$ cat config.mk
export PLATFORM = sky130hd
export DESIGN_NAME = if_prefetch
export DESIGN_NICKNAME = d
export VERILOG_FILES = /design/src/rtl/if_prefetch.sv
export SDC_FILE = /design/constraint.sdc
export NUM_CORES = 1
export LEC_CHECK = 0
export CORE_ASPECT_RATIO = 0.75
export CORE_UTILIZATION = 60
export DETAILED_ROUTE_END_ITERATION = 8
export GPL_TIMING_DRIVEN = 0
export PLACE_DENSITY = 0.86
export SYNTH_ARGS = -nofsm -noshare
export SYNTH_HDL_FRONTEND = slang
export SYNTH_SLANG_ARGS = --single-unit
$ cat constraint.sdc
create_clock -name clk -period 8.9 [get_ports clk]
set_input_delay 1.78 -clock clk [delete_from_list [all_inputs] [get_ports clk]]
set_output_delay 1.78 -clock clk [all_outputs]
set_load 0.02 [all_outputs]
$ cat src/rtl/if_prefetch.sv
// if_prefetch: instruction fetch unit with a small prefetch queue.
//
// A fetch FSM (IDLE / WAIT / DISCARD) keeps at most one instruction-memory
// request outstanding. Returned words are pushed, together with their
// address, into a DEPTH-entry FIFO whose head is presented to decode.
// A jmp flushes the queue and redirects the fetch PC. If a request is still
// in flight when the jmp arrives, its data is dropped when it returns.
//
// Parameters:
//   XLEN     - address width
//   DEPTH    - prefetch queue entries (power of two, >= 2)
//   RESET_PC - first fetch address after reset
//
// Ports:
//   clk           in   clock, all state updates on posedge
//   rst           in   synchronous active-high reset
//   jmp           in   redirect request
//   new_inst_addr in   redirect target, sampled when jmp=1
//   if_stall      in   downstream holds the current instruction
//   imem_req      out  instruction memory request
//   imem_addr     out  request address
//   imem_ack      in   request complete, imem_rdata valid this cycle
//   imem_rdata    in   fetched instruction word
//   inst_valid    out  queue head valid
//   inst_addr     out  address of the head instruction
//   inst          out  head instruction word
//   flush_cnt     out  count of jmp cycles (only with IF_PREFETCH_PERF_EN)
//
// Build option: define IF_PREFETCH_PERF_EN to add the flush_cnt counter.

module if_prefetch #(
    parameter int unsigned      XLEN     = 32,
    parameter int unsigned      DEPTH    = 4,
    parameter logic [XLEN-1:0]  RESET_PC = '0
) (
    input  logic            clk,
    input  logic            rst,
    input  logic            jmp,
    input  logic [XLEN-1:0] new_inst_addr,
    input  logic            if_stall,
    output logic            imem_req,
    output logic [XLEN-1:0] imem_addr,
    input  logic            imem_ack,
    input  logic [31:0]     imem_rdata,
`ifdef IF_PREFETCH_PERF_EN
    output logic [31:0]     flush_cnt,
`endif
    output logic            inst_valid,
    output logic [XLEN-1:0] inst_addr,
    output logic [31:0]     inst
);

    localparam int unsigned AW = $clog2(DEPTH);
    localparam int unsigned CW = AW + 1;

    typedef enum logic [1:0] {
        S_IDLE    = 2'd0,
        S_WAIT    = 2'd1,
        S_DISCARD = 2'd2
    } state_e;

    state_e          state_q, state_d;
    logic [XLEN-1:0] pc_q, pc_d;
    logic [XLEN-1:0] addr_q, addr_d;
    logic [AW-1:0]   rd_ptr_q, wr_ptr_q;
    logic [CW-1:0]   cnt_q;
    logic            push, pop;

    logic [XLEN-1:0] addr_mem [DEPTH];
    logic [31:0]     data_mem [DEPTH];

    // Queue head; outputs read as zero while the queue is empty.
    assign inst_valid = (cnt_q != '0);
    assign inst_addr  = inst_valid ? addr_mem[rd_ptr_q] : '0;
    assign inst       = inst_valid ? data_mem[rd_ptr_q] : 32'h0;

    // A redirect suppresses the pop: the head is being flushed anyway.
    assign pop = inst_valid && !if_stall && !jmp;

    // Fetch FSM next-state, request and push control.
    always_comb begin
        state_d   = state_q;
        pc_d      = pc_q;
        addr_d    = addr_q;
        imem_req  = 1'b0;
        imem_addr = addr_q;
        push      = 1'b0;

        case (state_q)
            S_IDLE: begin
                imem_addr = pc_q;
                if (jmp) begin
                    pc_d = new_inst_addr;
                end else if ((cnt_q - CW'(pop)) < CW'(DEPTH)) begin
                    // Room is reserved here, so the eventual push never overflows.
                    imem_req = 1'b1;
                    addr_d   = pc_q;
                    if (imem_ack) begin
                        push = 1'b1;
                        pc_d = pc_q + XLEN'(4);
                    end else begin
                        state_d = S_WAIT;
                    end
                end
            end
            S_WAIT: begin
                imem_req = 1'b1;
                if (jmp) begin
                    pc_d    = new_inst_addr;
                    state_d = imem_ack ? S_IDLE : S_DISCARD;
                end else if (imem_ack) begin
                    push    = 1'b1;
                    pc_d    = pc_q + XLEN'(4);
                    state_d = S_IDLE;
                end
            end
            S_DISCARD: begin
                imem_req = 1'b1;
                if (jmp) begin
                    pc_d = new_inst_addr;
                end
                // The stale request completes here even under a new jmp;
                // waiting for another ack would never terminate.
                if (imem_ack) begin
                    state_d = S_IDLE;
                end
            end
            default: begin
                state_d = S_IDLE;
            end
        endcase

        if (rst) begin
            imem_req = 1'b0;
        end
    end

    // FSM, PC and queue control registers.
    always_ff @(posedge clk) begin
        if (rst) begin
            state_q  <= S_IDLE;
            pc_q     <= RESET_PC;
            addr_q   <= RESET_PC;
            rd_ptr_q <= '0;
            wr_ptr_q <= '0;
            cnt_q    <= '0;
        end else begin
            state_q <= state_d;
            pc_q    <= pc_d;
            addr_q  <= addr_d;
            if (jmp) begin
                rd_ptr_q <= '0;
                wr_ptr_q <= '0;
                cnt_q    <= '0;
            end else begin
                if (push) begin
                    wr_ptr_q <= wr_ptr_q + AW'(1);
                end
                if (pop) begin
                    rd_ptr_q <= rd_ptr_q + AW'(1);
                end
                cnt_q <= cnt_q + CW'(push) - CW'(pop);
            end
        end
    end

    // Queue storage; no reset needed since the head is masked when empty.
    always_ff @(posedge clk) begin
        if (push && !rst) begin
            addr_mem[wr_ptr_q] <= imem_addr;
            data_mem[wr_ptr_q] <= imem_rdata;
        end
    end

`ifdef IF_PREFETCH_PERF_EN
    logic [31:0] flush_cnt_q;

    // Counts redirect cycles, wrapping naturally at 2^32.
    always_ff @(posedge clk) begin
        if (rst) begin
            flush_cnt_q <= 32'h0;
        end else if (jmp) begin
            flush_cnt_q <= flush_cnt_q + 32'd1;
        end
    end

    assign flush_cnt = flush_cnt_q;
`endif

endmodule

Word level (Yosys, flattened, before mapping)
Memory sizes are Yosys's and may differ from the RTL's. A register that Yosys moved wholly into a read port is not among the register bits.
Index checks and enable logic that the tools add are counted.

word-level totals
  RAM bits = 256
  output and inout bits = 98
  memories = 2
  bits of input ports = 69
  logic and storage cells = 68
  flip-flop bits (word level) = 73

cells by class
  order comparisons = 1
  bitwise gates (word level) = 1
  muxes and demuxes = 31
  eq/ne operators = 7
  reductions and logical operators = 14
  add/subtract/negate cells = 6

memories
  memory    words  width  read ports  clocked after memory_dff  wr ports  RTL line  source
  addr_mem  4      32     1           1                         1         69        logic [XLEN-1:0] addr_mem [DEPTH];
  data_mem  4      32     1           1                         1         70        logic [31:0] data_mem [DEPTH];

operators by type and width
  cell                                                  count
  two-way mux 32 bit                                    8
  one-hot mux 32 bit (3 select lines)                   1
  adder 32 x 3 -> 32 bit (second input constant)        1
  two-way mux 2 bit                                     10
  two-way mux 1 bit                                     9
  AND reduction 3 bit                                   3
  != test 2 bit (second input constant)                 4
  one-hot mux 2 bit (3 select lines)                    1
  nonzero test 3 bit                                    2
  subtractor 3 x 1 -> 3 bit                             2
  adder 2 x 1 -> 2 bit (second input constant)          2
  one-hot mux 1 bit (2 select lines)                    2
  OR reduction 2 bit                                    2
  adder 3 x 1 -> 3 bit                                  1
  logical AND 1 bit                                     3
  zero test 1 bit                                       3
  < comparator 3 bit (second input constant)            1
  != test 3 bit (second input constant)                 1
  equality test 2 x 1 -> 1 bit (second input constant)  1
  equality test 2 bit (second input constant)           1
  zero test 2 bit                                       1
  inverter 1 bit                                        1

Logic depth before layout (Yosys ltp)
  word-level depth = 11
  depth in mapped cells = 14
  depth with buffers taken out = 13

Worst setup path after synthesis
Ideal clock, no wire load.

  path type = input port to flip-flop
  from = input port if_stall
  to = memory addr_mem[0][0], enable pin
  arrival time = 4.311 ns
  path buffers = 0
  library setup time = 0.429 ns
  stages on the path = 5
  required time = 8.471 ns
  slack = 4.160 ns
  cells stage by stage = or3_1 a21oi_2 o21ai_1 nor2_1 and2_1

between the ends
  cells in the longest elaborated chain, start to end = 11

RTL lines
  what                                     RTL line  source
  from (decl)                              40        input logic if_stall,
  zero test 1 bit                          78        assign pop = inst_valid && !if_stall && !jmp;
  logical AND 1 bit (2 in a row)           78
  subtractor 3 x 1 -> 3 bit                94        end else if ((cnt_q - CW'(pop)) < CW'(DEPTH)) begin
  < comparator 3 bit                       94
  two-way mux 1 bit                        94
  two-way mux 1 bit                        92        if (jmp) begin
  one-hot mux 1 bit (2 select lines)       89        case (state_q)
  logical AND 1 bit                        169       if (push && !rst) begin
  two-way mux 1 bit                        169
  two-way mux 1 bit (implied by the code)  170       addr_mem[wr_ptr_q] <= imem_addr;
  to (decl)                                69

No other way between the ends.

Final worst setup path
  from = input port if_stall
  to = output port imem_req

between the ends
  cells in the longest elaborated chain, start to end = 9

RTL lines
  what                                RTL line  source
  zero test 1 bit                     78
  logical AND 1 bit (2 in a row)      78
  subtractor 3 x 1 -> 3 bit           94
  < comparator 3 bit                  94
  two-way mux 1 bit                   94
  two-way mux 1 bit                   92
  one-hot mux 1 bit (2 select lines)  89
  two-way mux 1 bit                   133       if (rst) begin
  to (decl)                           41        output logic imem_req,

No other way between the ends.

==> run_results.csv <==
group,metric,value,unit
worst_setup_path,startpoint_type,"input pin",
logic_synthesis,syn_area,14000,µm²
sta,setup_slack,3.09,ns
sta,finalMaxSlewViolations,0,
placed_design,placed_cells,1411,
sta,max_freq,0.172,GHz
logic_synthesis,synth_top_area_share,55.0,%
logic_synthesis,yosys.area_share.xor_xnor,0.313,%
sta,rsz0062_at_grt,"false",
status,status,"complete, no violations",
pwr,powerDensity,194,nW/µm²
placed_design,placed_cell_area,16100,µm²
sta,setup_viol,0,
clock_tree,cts_sinks,331,
placed_design,place_worst_setup_slack,3.09,ns
drt,routed_wl,33.0,mm
worst_setup_path,crit_required,7.12,ns
clock_tree,cts_setup_buffers,0,
logic_synthesis,synth_edf_count,256,
clock_tree,cts_root_buf,"clkbuf_16",
sta,min_period,5.81,ns
cells_and_area,n_antenna_cell,0,
drt,drcViolationCount,0,
hold_path,hp-class,"reg -> reg",
logic_synthesis,syn_area_per_cell,14.8,µm²
clock_tree,cts_tree,"built",
cells_and_area,final_nets,1231,
logic_synthesis,async_reset_ff_share,0,%
clock_tree,clock_path_buffers,3,
logic_synthesis,synthFlopType,"edfxtp_1",
worst_setup_path,max_stage_delay,0.70,ns
pwr,leakagePower,5.61,nW
drt,wl_per_cell,22.5,µm
cells_and_area,area_growth,22.1,%
clock_tree,path_clk_slew,0.06,ns
drt,drt_iter0_drc,855,
worst_setup_path,ff2ff_path_depth,14,
logic_synthesis,synth-seq-cells,331,
logic_synthesis,synth_area_leaders,"edfxtp_1 55%, dfxtp_1 11%, mux4_2 10%",
cells_and_area,multiInputGateArea,4410,µm²
floorplan,io_pins,167,
global_route,grt_pass1_wl,50.8,mm
sta,fin_hold_ws,0.454,ns
sta,slew_headroom,48.5,%
worst_setup_path,critPathKind,"in -> out",
floorplan,die_w,178,µm
placed_design,place.gp.congestion,0.924,
cells_and_area,fillCellCount,1391,
logic_synthesis,synth-seq-area-share,65.7,%
cells_and_area,fin_util,76.0,%
logic_synthesis,synth_top_family_by_area,"multiplexers",
placed_design,io_buffers,165,
logic_synthesis,yosys_warnings,0,
worst_setup_path,cp-startpoint,"if_stall",
hold_path,min_from,"addr_q[3]",
drt,drtPass1Iterations,6,
drt,vias,9024,
worst_setup_path,crit_arrival,4.03,ns
global_route,track_usage,28.4,%
worst_setup_path,r2r_start,"state_q[1]",
logic_synthesis,postSynthCellCount,948,
hold_path,min_delay_path_depth,2,
clock_tree,clock_latency,0.55,ns
cells_and_area,drive_gt1_share,16.3,%
pwr,ir_drop,0.190,mV
placed_design,hpwl,21.5,mm
clock_tree,cts_buffers,31,
drt,via_per_inst,6.15,
logic_synthesis,synth_compound_area_share,6.59,%
sta,tns,0,ns
floorplan,die-area,23900,µm²
sta,hold_viol,0,
sta,worst_slew_pin_slew,0.773,ns
floorplan,die_h,134,µm
logic_synthesis,yosysTopAreaCell,"edfxtp_1",
logic_synthesis,synth_nets,1029,
pwr,power,3.32,mW
cells_and_area,seqCellArea,9190,µm²
run,drv_cap,0,
logic_synthesis,synth_cell_types,67,
sta,fin_crit_sh,65.3,%
global_route,antenna_found_initial,0,
sta,skew,0.0106,ns
global_route,grt_pass1_vias,9049,
worst_setup_path,worstSetupEndpointType,"primary output",
clock_tree,cts_hold_buf,0,
worst_setup_path,path_max_fanout,7,
logic_synthesis,synth-simple-area-share,10.5,%
global_route,overflow,0,
floorplan,rows,47,
floorplan,start_util,62.3,%
clock_tree,h-tree-depth,1,
worst_setup_path,crit_path_top_delay_cell,"clkdlybuf4s50_1",
worst_setup_path,cp_cell_sequence,"clkdlybuf4s50_1, or3_1, a21oi_2, nor2_1, nor3_1, clkdlybuf4s50_1",
global_route,grt_max_degree,46,
cells_and_area,design_area,17100,µm²
logic_synthesis,synth_mux_area_share,13.0,%
logic_synthesis,synth_fa_ha_area_share,1.13,%
clock_tree,cts-resized-gates,0,
floorplan,core_area,22500,µm²
cells_and_area,final_cell_count_no_fill,1468,
worst_setup_path,path_common_cell,"clkdlybuf4s50_1",
drt,drtAntennaViolNets,0,
## routing by layer
layer  global-route usage [%]  vias up  part of all wire (%)
met3                     4.59       57                   8.2
met1                     40.8     4495                    42
met5                        0        -                     0
met2                     45.4      440                    47
met4                     8.43        0                   2.6
li1                         -     4032                     -
## worst max-delay path, delay by kind of cell
kind | cells | cell delay, ns
simple gates | 3 | 0.70
buf+inv | 2 | 1.18
compound gates | 1 | 0.37
## final cells by class
cell class	count	area share (%)
multi-input combinational	538	25.8
clock buffer	51	5.45
clock inverter	6	0.198
buffer	63	1.96
tap	294	2.15
sequential	331	53.8
inverter	16	0.359
timing repair buffer	169	10.3
## cells in the final DEF, fill, tap and decap left out, types with 8 or more instances in the layout
cell type | Yosys | final
clkdlybuf4s50_1 | 0 | 165
clkbuf_1 | 38 | 50
mux2_2 | 32 | 32
clkbuf_16 | 0 | 31
nand4_1 | 8 | 8
o21ai_0 | 11 | 11
buf_2 | 11 | 11
nor2_1 | 50 | 50
nand3_1 | 13 | 13
inv_1 | 14 | 14
a21oi_1 | 55 | 55
o21ai_1 | 10 | 10
clkbuf_8 | 4 | 12
nand2_1 | 92 | 92
nor3_1 | 17 | 17
dfxtp_1 | 75 | 75
and2_1 | 69 | 65
mux4_2 | 64 | 64
edfxtp_1 | 256 | 256
ha_1 | 11 | 11
## sequential cells by signal, summed over array words and instances (netlist names), named ones only
register	count
addr_q	32
addr_mem	128
cnt_q	3
wr_ptr_q	2
pc_q	32
state_q	2
data_mem	128
rd_ptr_q	2
## logic make-up (layout without fill, tap and decap cells)
kind of cell / after synthesis / in the layout
AOI/OAI and AO/OA: 138 / 138
xor gates and xnor gates: 5 / 5
adders and majority gates: 12 / 12
buffers and inverters: 79 / 305
DFF: 331 / 331
muxes: 97 / 97
and+or+nand+nor: 286 / 286
## synth_stat cells, types with 5 or more instances
library cell / instances
edfxtp_1: 256
nand2_1: 92
dfxtp_1: 75
and2_1: 69
mux4_2: 64
a21oi_1: 55
nor2_1: 50
clkbuf_1: 38
mux2_2: 32
nor3_1: 17
inv_1: 14
nand3_1: 13
buf_2: 11
ha_1: 11
o21ai_0: 11
o21ai_1: 10
nand4_1: 8
a31oi_1: 7
and3_1: 7
o31ai_1: 6
or3_1: 6
a311oi_1: 5
a32oi_1: 5
nor4_1: 5
## power by group
| part | total [mW] | switching [mW] | internal, mW |
|---|---|---|---|
| registers | 1.73 | 0.0259 | 1.70 |
| logic | 0.335 | 0.186 | 0.149 |
| clock network | 1.25 | 0.541 | 0.710 |
| total | 3.32 | 0.753 | 2.56 |
## worst paths after layout
| check | to | slack (ns) |
|---|---|---|
| worst max-delay path | imem_req | 3.09 |
| worst min-delay path | addr_q[3] | 0.45 |
| worst max register to register | cnt_q[2] | 5.75 |
| worst min register to register | addr_q[3] | 0.45 |
(Power assumes the default switching activity.)
